<file path="src/rtl/uart_rx_if.sv">
// Byte-side valid/ready bundle between uart_rx (master) and its consumer (slave).
// parity_err exists only when UART_RX_PARITY_EN is defined.
interface uart_rx_if #(
  parameter int DATA_BITS = 8
);
  logic [DATA_BITS-1:0] rx_data;
  logic                 rx_valid;
  logic                 rx_ready;
  logic                 frame_err;
  logic                 overrun_err;
`ifdef UART_RX_PARITY_EN
  logic                 parity_err;
`endif

  modport master (
    output rx_data,
    output rx_valid,
    output frame_err,
    output overrun_err,
`ifdef UART_RX_PARITY_EN
    output parity_err,
`endif
    input  rx_ready
  );

  modport slave (
    input  rx_data,
    input  rx_valid,
    input  frame_err,
    input  overrun_err,
`ifdef UART_RX_PARITY_EN
    input  parity_err,
`endif
    output rx_ready
  );
endinterface

</file>
<file path="src/rtl/uart_rx.sv">
// Oversampling UART receiver presenting bytes on a valid/ready handshake.
// Define UART_RX_PARITY_EN to add a parity bit, the parity_odd input and parity_err.
module uart_rx #(
  parameter int CLK_DIV    = 27,
  parameter int OVERSAMPLE = 16,
  parameter int DATA_BITS  = 8
) (
  input  logic      clk,
  input  logic      reset,
  input  logic      rx_in,
  input  logic      rx_en,
`ifdef UART_RX_PARITY_EN
  input  logic      parity_odd,
`endif
  output logic      busy,
  uart_rx_if.master bus
);

  localparam int TickW = (CLK_DIV > 1) ? $clog2(CLK_DIV) : 1;
  localparam int SampW = $clog2(OVERSAMPLE);
  localparam int BitW  = (DATA_BITS > 1) ? $clog2(DATA_BITS) : 1;

  localparam logic [TickW-1:0] TickLast = TickW'(CLK_DIV - 1);
  localparam logic [SampW-1:0] SampMid  = SampW'(OVERSAMPLE / 2 - 1);
  localparam logic [SampW-1:0] SampLast = SampW'(OVERSAMPLE - 1);
  localparam logic [BitW-1:0]  BitLast  = BitW'(DATA_BITS - 1);

  typedef enum logic [2:0] {
    IDLE,
    START,
    DATA,
`ifdef UART_RX_PARITY_EN
    PARITY,
`endif
    STOP,
    BREAK
  } state_e;

  state_e               state_q;
  logic                 rxMeta_q;
  logic                 rxSync_q;
  logic [TickW-1:0]     tickCnt_q;
  logic [TickW-1:0]     tickCnt_d;
  logic                 tick;
  logic [SampW-1:0]     sampleCnt_q;
  logic [BitW-1:0]      bitCnt_q;
  logic [DATA_BITS-1:0] shift_q;
  logic                 busy_q;
  logic                 frameDone;
  logic [DATA_BITS-1:0] rxData_q;
  logic                 rxValid_q;
  logic                 frameErr_q;
  logic                 overrunErr_q;
`ifdef UART_RX_PARITY_EN
  logic                 parityOdd_q;
  logic                 parityBit_q;
  logic                 parityErr_q;
`endif

  always_ff @(posedge clk) begin
    if (reset) begin
      rxMeta_q <= 1'b1;
      rxSync_q <= 1'b1;
    end else begin
      rxMeta_q <= rx_in;
      rxSync_q <= rxMeta_q;
    end
  end

  // The divider only runs during a frame so every frame starts phase-aligned to its start edge.
  always_comb begin
    tick      = (state_q != IDLE) && (tickCnt_q == TickLast);
    tickCnt_d = tickCnt_q + TickW'(1);
    if ((state_q == IDLE) || tick) begin
      tickCnt_d = '0;
    end
  end

  always_ff @(posedge clk) begin
    if (reset) begin
      tickCnt_q <= '0;
    end else begin
      tickCnt_q <= tickCnt_d;
    end
  end

  assign frameDone = (state_q == STOP) && tick && (sampleCnt_q == SampLast);

  // After the start bit is confirmed at its middle, each full bit period lands on the next mid-bit.
  always_ff @(posedge clk) begin
    if (reset) begin
      state_q     <= IDLE;
      sampleCnt_q <= '0;
      bitCnt_q    <= '0;
      shift_q     <= '0;
      busy_q      <= 1'b0;
`ifdef UART_RX_PARITY_EN
      parityOdd_q <= 1'b0;
      parityBit_q <= 1'b0;
`endif
    end else begin
      case (state_q)
        IDLE: begin
          if (rx_en && !rxSync_q) begin
            state_q     <= START;
            sampleCnt_q <= '0;
            bitCnt_q    <= '0;
            busy_q      <= 1'b1;
          end
        end
        START: begin
          if (tick) begin
            if (sampleCnt_q == SampMid) begin
              if (rxSync_q) begin
                state_q <= IDLE;
                busy_q  <= 1'b0;
              end else begin
                sampleCnt_q <= '0;
                state_q     <= DATA;
`ifdef UART_RX_PARITY_EN
                parityOdd_q <= parity_odd;
`endif
              end
            end else begin
              sampleCnt_q <= sampleCnt_q + SampW'(1);
            end
          end
        end
        DATA: begin
          if (tick) begin
            if (sampleCnt_q == SampLast) begin
              shift_q     <= {rxSync_q, shift_q[DATA_BITS-1:1]};
              sampleCnt_q <= '0;
              if (bitCnt_q == BitLast) begin
`ifdef UART_RX_PARITY_EN
                state_q <= PARITY;
`else
                state_q <= STOP;
`endif
              end else begin
                bitCnt_q <= bitCnt_q + BitW'(1);
              end
            end else begin
              sampleCnt_q <= sampleCnt_q + SampW'(1);
            end
          end
        end
`ifdef UART_RX_PARITY_EN
        PARITY: begin
          if (tick) begin
            if (sampleCnt_q == SampLast) begin
              parityBit_q <= rxSync_q;
              sampleCnt_q <= '0;
              state_q     <= STOP;
            end else begin
              sampleCnt_q <= sampleCnt_q + SampW'(1);
            end
          end
        end
`endif
        STOP: begin
          if (tick) begin
            if (frameDone) begin
              sampleCnt_q <= '0;
              if (rxSync_q) begin
                state_q <= IDLE;
                busy_q  <= 1'b0;
              end else begin
                state_q <= BREAK;
              end
            end else begin
              sampleCnt_q <= sampleCnt_q + SampW'(1);
            end
          end
        end
        BREAK: begin
          if (rxSync_q) begin
            state_q <= IDLE;
            busy_q  <= 1'b0;
          end
        end
        default: begin
          state_q <= IDLE;
          busy_q  <= 1'b0;
        end
      endcase
    end
  end

  // A completed byte only replaces the presented one if that one is absent or leaving this cycle.
  always_ff @(posedge clk) begin
    if (reset) begin
      rxData_q     <= '0;
      rxValid_q    <= 1'b0;
      frameErr_q   <= 1'b0;
      overrunErr_q <= 1'b0;
`ifdef UART_RX_PARITY_EN
      parityErr_q  <= 1'b0;
`endif
    end else if (frameDone) begin
      if (!rxValid_q || bus.rx_ready) begin
        rxData_q   <= shift_q;
        frameErr_q <= ~rxSync_q;
        rxValid_q  <= 1'b1;
`ifdef UART_RX_PARITY_EN
        parityErr_q <= ((^shift_q) ^ parityBit_q) != parityOdd_q;
`endif
        if (rxValid_q) begin
          overrunErr_q <= 1'b0;
        end
      end else begin
        overrunErr_q <= 1'b1;
      end
    end else if (rxValid_q && bus.rx_ready) begin
      rxValid_q    <= 1'b0;
      overrunErr_q <= 1'b0;
    end
  end

  assign busy            = busy_q;
  assign bus.rx_data     = rxData_q;
  assign bus.rx_valid    = rxValid_q;
  assign bus.frame_err   = frameErr_q;
  assign bus.overrun_err = overrunErr_q;
`ifdef UART_RX_PARITY_EN
  assign bus.parity_err  = parityErr_q;
`endif

endmodule

</file>
<file path="src/flat_wrapper.sv">
// flat-port wrapper written by rule: the top's interface ports become plain ports
module uart_rx_flat 
#(
  parameter int CLK_DIV    = 27,
  parameter int OVERSAMPLE = 16,
  parameter int DATA_BITS  = 8
)
  (clk, reset, rx_in, rx_en, busy, bus_rx_data, bus_rx_valid, bus_frame_err, bus_overrun_err, bus_rx_ready);
  uart_rx_if #(.DATA_BITS(DATA_BITS)) bus_i ();
  input  logic clk;
  input  logic reset;
  input  logic rx_in;
  input  logic rx_en;
  output logic busy;
  output wire logic [$bits(bus_i.rx_data)-1:0] bus_rx_data;
  output wire logic [$bits(bus_i.rx_valid)-1:0] bus_rx_valid;
  output wire logic [$bits(bus_i.frame_err)-1:0] bus_frame_err;
  output wire logic [$bits(bus_i.overrun_err)-1:0] bus_overrun_err;
  input wire logic [$bits(bus_i.rx_ready)-1:0] bus_rx_ready;
  assign bus_rx_data = bus_i.rx_data;
  assign bus_rx_valid = bus_i.rx_valid;
  assign bus_frame_err = bus_i.frame_err;
  assign bus_overrun_err = bus_i.overrun_err;
  assign bus_i.rx_ready = bus_rx_ready;
  uart_rx #(.CLK_DIV(CLK_DIV), .OVERSAMPLE(OVERSAMPLE), .DATA_BITS(DATA_BITS)) u_core (.clk(clk), .reset(reset), .rx_in(rx_in), .rx_en(rx_en), .busy(busy), .bus(bus_i));
endmodule
</file>
<file path="config.mk">
export PLATFORM = sky130hd
export DESIGN_NAME = uart_rx_flat
export DESIGN_NICKNAME = d
export VERILOG_FILES = /design/src/rtl/uart_rx_if.sv /design/src/rtl/uart_rx.sv /design/src/flat_wrapper.sv
export SDC_FILE = /design/constraint.sdc
export NUM_CORES = 1
export LEC_CHECK = 0
export CAP_MARGIN = 30
export CORE_MARGIN = 2
export CORE_UTILIZATION = 35
export DETAILED_ROUTE_END_ITERATION = 10
export SKIP_CTS_REPAIR_TIMING = 1
export SYNTH_ARGS = -nofsm -noshare
export SYNTH_HDL_FRONTEND = slang
export SYNTH_SLANG_ARGS = --single-unit
</file>
<file path="constraint.sdc">
create_clock -name clk -period 4.7 [get_ports clk]
set_clock_uncertainty 0.05 [all_clocks]
set_input_delay 1.41 -clock clk [delete_from_list [all_inputs] [get_ports clk]]
set_output_delay 1.41 -clock clk [all_outputs]
set_load 0.05 [all_outputs]
</file>
Word level (Yosys, flattened, before mapping)
Index checks and enable logic that the tools add are counted.
{"block": "word_totals", "regBits": 37, "input_bits": 5, "output_inout_bits": 12, "wordCells": 100}
{"block": "op_classes", "add_sub_neg": 3, "n_eq_ne": 21, "muxes": 39, "n_bitwise": 2, "n_reduce_logical": 23}
{"cell": "$mux 3", "n": 14}
{"cell": "$mux 4", "n": 8}
{"cell": "$ne 2x1->1 const B", "n": 8}
{"cell": "$pmux 4 s4", "n": 1}
{"cell": "$pmux 3 s5", "n": 1}
{"cell": "$mux 1", "n": 12}
{"cell": "$reduce_and 6->1", "n": 2}
{"cell": "$reduce_and 9->1", "n": 1}
{"cell": "$eq 3x2->1 const B", "n": 2}
{"cell": "$eq 3x3->1 const B", "n": 2}
{"cell": "$ne 2x2->1 const B", "n": 3}
{"cell": "$ne 3x3->1 const B", "n": 2}
{"cell": "$pmux 3 s2", "n": 1}
{"cell": "$reduce_and 2->1", "n": 3}
{"cell": "$add 5x1->5 const B", "n": 1}
{"cell": "$eq 5x5->1 const B", "n": 1}
{"cell": "$logic_and 1x1->1", "n": 5}
{"cell": "$pmux 1 s5", "n": 1}
{"cell": "$reduce_and 5->1", "n": 1}
{"cell": "$add 4x1->4 const B", "n": 1}
{"cell": "$eq 4x3->1 const B", "n": 1}
{"cell": "$eq 4x4->1 const B", "n": 1}
{"cell": "$reduce_bool 2->1", "n": 2}
{"cell": "$reduce_bool 4->1", "n": 1}
{"cell": "10 further kinds", "n": 13}

Depth between registers and ports, before layout
{"block": "logic_depth", "word_depth": 7, "mapped_depth": 8, "mapped_depth_nobuf": 7}

Worst setup path before layout
No wires, ideal clock.
{"block": "synth_path", "kind": "in2reg", "start": "input rx_en", "end": "register u_core.state_q[0]", "setup_time_ns": 0.079, "arrival_time_ns": 2.252, "t_required_ns": 4.571, "path_slack_ns": 2.318, "stages": 5, "n_path_buf": 0, "path_cell_list": "nand2b_1 a22oi_1 o221ai_2 a211o_1 a211oi_2"}
{"block": "synth_via", "elab_chain_len": 3}
{"element": "from (decl)", "line_no": "flat_wrapper.sv:13", "rtl": "input logic rx_en;"}
{"element": "$logic_and 1x1->1", "line_no": "uart_rx.sv:104", "rtl": "if (rx_en && !rxSync_q) begin"}
{"element": "$ne 2x2->1 (no source line)"}
{"element": "$reduce_and 9->1 (no source line)"}
{"element": "to (signal assigned)", "line_no": "uart_rx.sv:105", "rtl": "state_q <= START;"}
{"element": "to (signal assigned)", "line_no": "uart_rx.sv:115", "rtl": "state_q <= IDLE;"}
{"element": "to (signal assigned)", "line_no": "uart_rx.sv:119", "rtl": "state_q <= DATA;"}
{"element": "to (decl)", "line_no": "uart_rx.sv:39", "rtl": "state_e state_q;"}
No other way between the ends.
A chain may end at the register's enable or synchronous reset.

Worst setup path in the final report
{"block": "layout_path", "start": "register u_core.rxValid_q (netlist: u_core.bus.rx_valid)", "end": "output bus_rx_valid"}
{"element": "from (decl)", "line_no": "uart_rx.sv:51", "rtl": "logic rxValid_q;"}
{"element": "from (signal assigned)", "line_no": "uart_rx.sv:194", "rtl": "rxValid_q <= 1'b0;"}
{"element": "from (signal assigned)", "line_no": "uart_rx.sv:204", "rtl": "rxValid_q <= 1'b1;"}
{"element": "from (signal assigned)", "line_no": "uart_rx.sv:215", "rtl": "rxValid_q <= 1'b0;"}
{"element": "to (decl)", "line_no": "flat_wrapper.sv:16", "rtl": "output wire logic [$bits(bus_i.rx_valid)-1:0] bus_rx_valid;"}
No word-level cell between the ends.

==> results.sh <==
export IMPL_num_rows=25
export IMPL_tightest_slew_ns=0.502
export IMPL_finalHoldViolCount=0
export IMPL_postSynthAreaPerCell_um2=10.0
export IMPL_power_density_nw_per_um2=365
export IMPL_cpLargestDelayFamily="buffers and inverters"
export IMPL_r2r_cells=8
export IMPL_netlist_top_cells_area="dfxtp_1, mux2i_1, nor2_1"
export IMPL_grt_overflow_total=0
export IMPL_synth_fp_nets=177
export IMPL_synth_seq_area_share_pct=44.2
export IMPL_grt_use_total_pct=13.1
export IMPL_rsz0062_at_grt="false"
export IMPL_cts_tree="built"
export IMPL_tns_ns=0
export IMPL_ys_flop_type="dfxtp_1"
export IMPL_synth_enable_flop_cells=0
export IMPL_required_ns=3.24
export IMPL_gp_congestion=0.849
export IMPL_async_flop_share_pct=0
export IMPL_ys_warnings_count=0
export IMPL_hold_class="reg2reg"
export IMPL_r2r_setup_slack_ns=2.81
export IMPL_final_nets=194
export IMPL_die_w_um=73.2
export IMPL_netlist_area_um2=1670
export IMPL_outcome="finished, final reports clean"
export IMPL_endpoint_kind="output port"
export IMPL_routed_via_count=1267
export IMPL_drv_slew=0
export IMPL_yosys_area_top_type="dfxtp_1"
export IMPL_startpoint_type="flip-flop"
export IMPL_postSynthCellCount=167
export IMPL_cts_root_buf="clkbuf_8"
export IMPL_wl_um=3200
export IMPL_hpwl_um=2260
export IMPL_ant_nets=0
export IMPL_slew_limit_headroom_pct=66.4
export IMPL_hold_depth=1
export IMPL_ys_ff_latch=37
export IMPL_worstPathCellList="clkdlybuf4s50_1"
export IMPL_setup_viol=0
export IMPL_crit_buf_inv=1
export IMPL_max_stage_delay_ns=0.82
export IMPL_wl_per_cell_um=13.4
export IMPL_dr_pass1_iters=4
export IMPL_drc_errors=0
export IMPL_cap_violations=0
export IMPL_cts_sinks=37
export IMPL_area_growth_pct=18.8
export IMPL_clk_latency_ns=0.28
export IMPL_initial_core_util_pct=35.9
export IMPL_ir_worst_vdd_v=0.000187
export IMPL_cts_buffers=5
export IMPL_drt_iter0_markers=53
export IMPL_crit_fanout=4
export IMPL_grt_pass1_vias=1186
export IMPL_period_share_pct=62.3
export IMPL_critPathArrivalTime_ns=1.47
export IMPL_yosysTopAreaCellShare_pct=44.2
export IMPL_yosysUniqueCellTypes=44
export IMPL_drive_gt1_share_pct=11.9
export IMPL_antenna_found_initial=0
export IMPL_io_pins=17
export IMPL_cts_path_max_buffers=2
export IMPL_htree_levels=2
export IMPL_p_leak_nw=0.708
export IMPL_grt_max_degree=33
export IMPL_clk_pin_slew_worst_paths_ns=0.07
export IMPL_cp_slowest_cell="clkdlybuf4s50_1"
export IMPL_fp_dieArea_um2=5350
export IMPL_antenna_cells=0
export IMPL_vias_per_cell=5.30
export IMPL_coreArea_um2=4660
export IMPL_nFillCells=450
export IMPL_cp_depth=1
export IMPL_fmax_mhz=342
export IMPL_fin_crit_ns=2.93
export IMPL_io_buffer_count=16
export IMPL_die_y_um=73.2
export IMPL_finalNonFillerCells=239
export IMPL_dp_cells=231
export IMPL_worstSetupPathType="reg2out"
export IMPL_grt_pass1_wl_um=5380
[through the flow]
step	utilization [%]	total power [W]	cell area [um2]	hold WS, ns	setup slack (ns)
2_1_floorplan	-	0.000433	1670	0.339	2.32
3_3_place_gp	40.2	0.000448	1870	0.349	1.75
3_5_place_dp	40.2	0.000452	1870	0.348	1.65
4_1_cts	42.7	0.000732	1990	0.365	1.76
5_1_grt	42.7	0.000757	1990	0.372	1.71
6_report	42.7	0.000725	1990	0.361	1.77
[state kept, by name (all words and copies together) (netlist names), 3 cells and up]
register / flops
u_core.tickCnt_q: 5
u_core.bus.rx_data: 8
u_core.state_q: 3
u_core.sampleCnt_q: 4
u_core.shift_q: 8
u_core.bitCnt_q: 3
[cells by family after synthesis]
kind of cell,share of synthesized area [%]
buffers and inverters,3.06
AND/OR/NAND/NOR,24.7
multiplexers,12.0
AO/OA/AOI/OAI,10.2
XOR/XNOR,2.09
flip-flops,44.2
adder cells (fa/ha/maj),3.74
[power breakdown]
group	internal [W]	switching [W]
clock network	0.000173	0.000106
logic	0.0000474	0.0000593
registers	0.000323	0.0000170
[cells in the final DEF, fill, tap and decap left out, types with 2 or more instances in the layout]
cell             instances
or2_2                    2
dfxtp_1                 37
inv_1                    2
mux2i_1                 19
nand2_1                  6
nand4bb_1                3
xor2_1                   3
buf_4                    2
nand4b_1                 2
clkbuf_8                 6
a22o_1                   2
o31ai_1                  2
nor4b_1                  2
o21ai_0                  3
nor3_1                   6
nand4_1                  2
a21oi_1                  6
clkdlybuf4s50_1         16
nand3_1                  4
nor2_1                  28
a211o_1                  2
ha_1                     5
nor2b_1                  2
[cells in the mapped netlist, types with 2 or more instances]
library cell and number:
dfxtp_1 37, nor2_1 28, mux2i_1 19, a21oi_1 6, nand2_1 6, nor3_1 6, ha_1 5, nand3_1 4
buf_4 3, clkbuf_1 3, nand4bb_1 3, o21ai_0 3, xor2_1 3, a211o_1 2, a22o_1 2, buf_2 2
inv_1 2, nand4_1 2, nand4b_1 2, nor2b_1 2, nor4b_1 2, o31ai_1 2, or2_2 2
[cell type report]
type / instances / area [um2] / area share, %
Timing Repair Buffer: 18 / 175 / 8.81
Inverter: 2 / 7.51 / 0.377
Clock inverter: 1 / 30.0 / 1.51
Sequential cell: 37 / 741 / 37.2
Clock buffer: 7 / 86.3 / 4.34
Multi-Input combinational cell: 120 / 882 / 44.3
Tap cell: 54 / 67.6 / 3.40
[final timing paths]
| check | from | endpoint |
|---|---|---|
| min reg2reg | u_core.rxMeta_q | u_core.rxSync_q |
| max | u_core.bus.rx_valid | bus_rx_valid |
| min | u_core.rxMeta_q | u_core.rxSync_q |
| max reg2reg | u_core.tickCnt_q[0] | u_core.bus.rx_data[1] |
[per-layer routing]
layer / track usage, % / up-vias / share of wire, %
li1: - / 631 / -
met1: 16.6 / 606 / 46
met2: 20.0 / 22 / 48
met3: 3.73 / 8 / 3.8
met4: 7.20 / 0 / 2.2
met5: 0 / - / 0
Power figures use the tool's default switching activity.
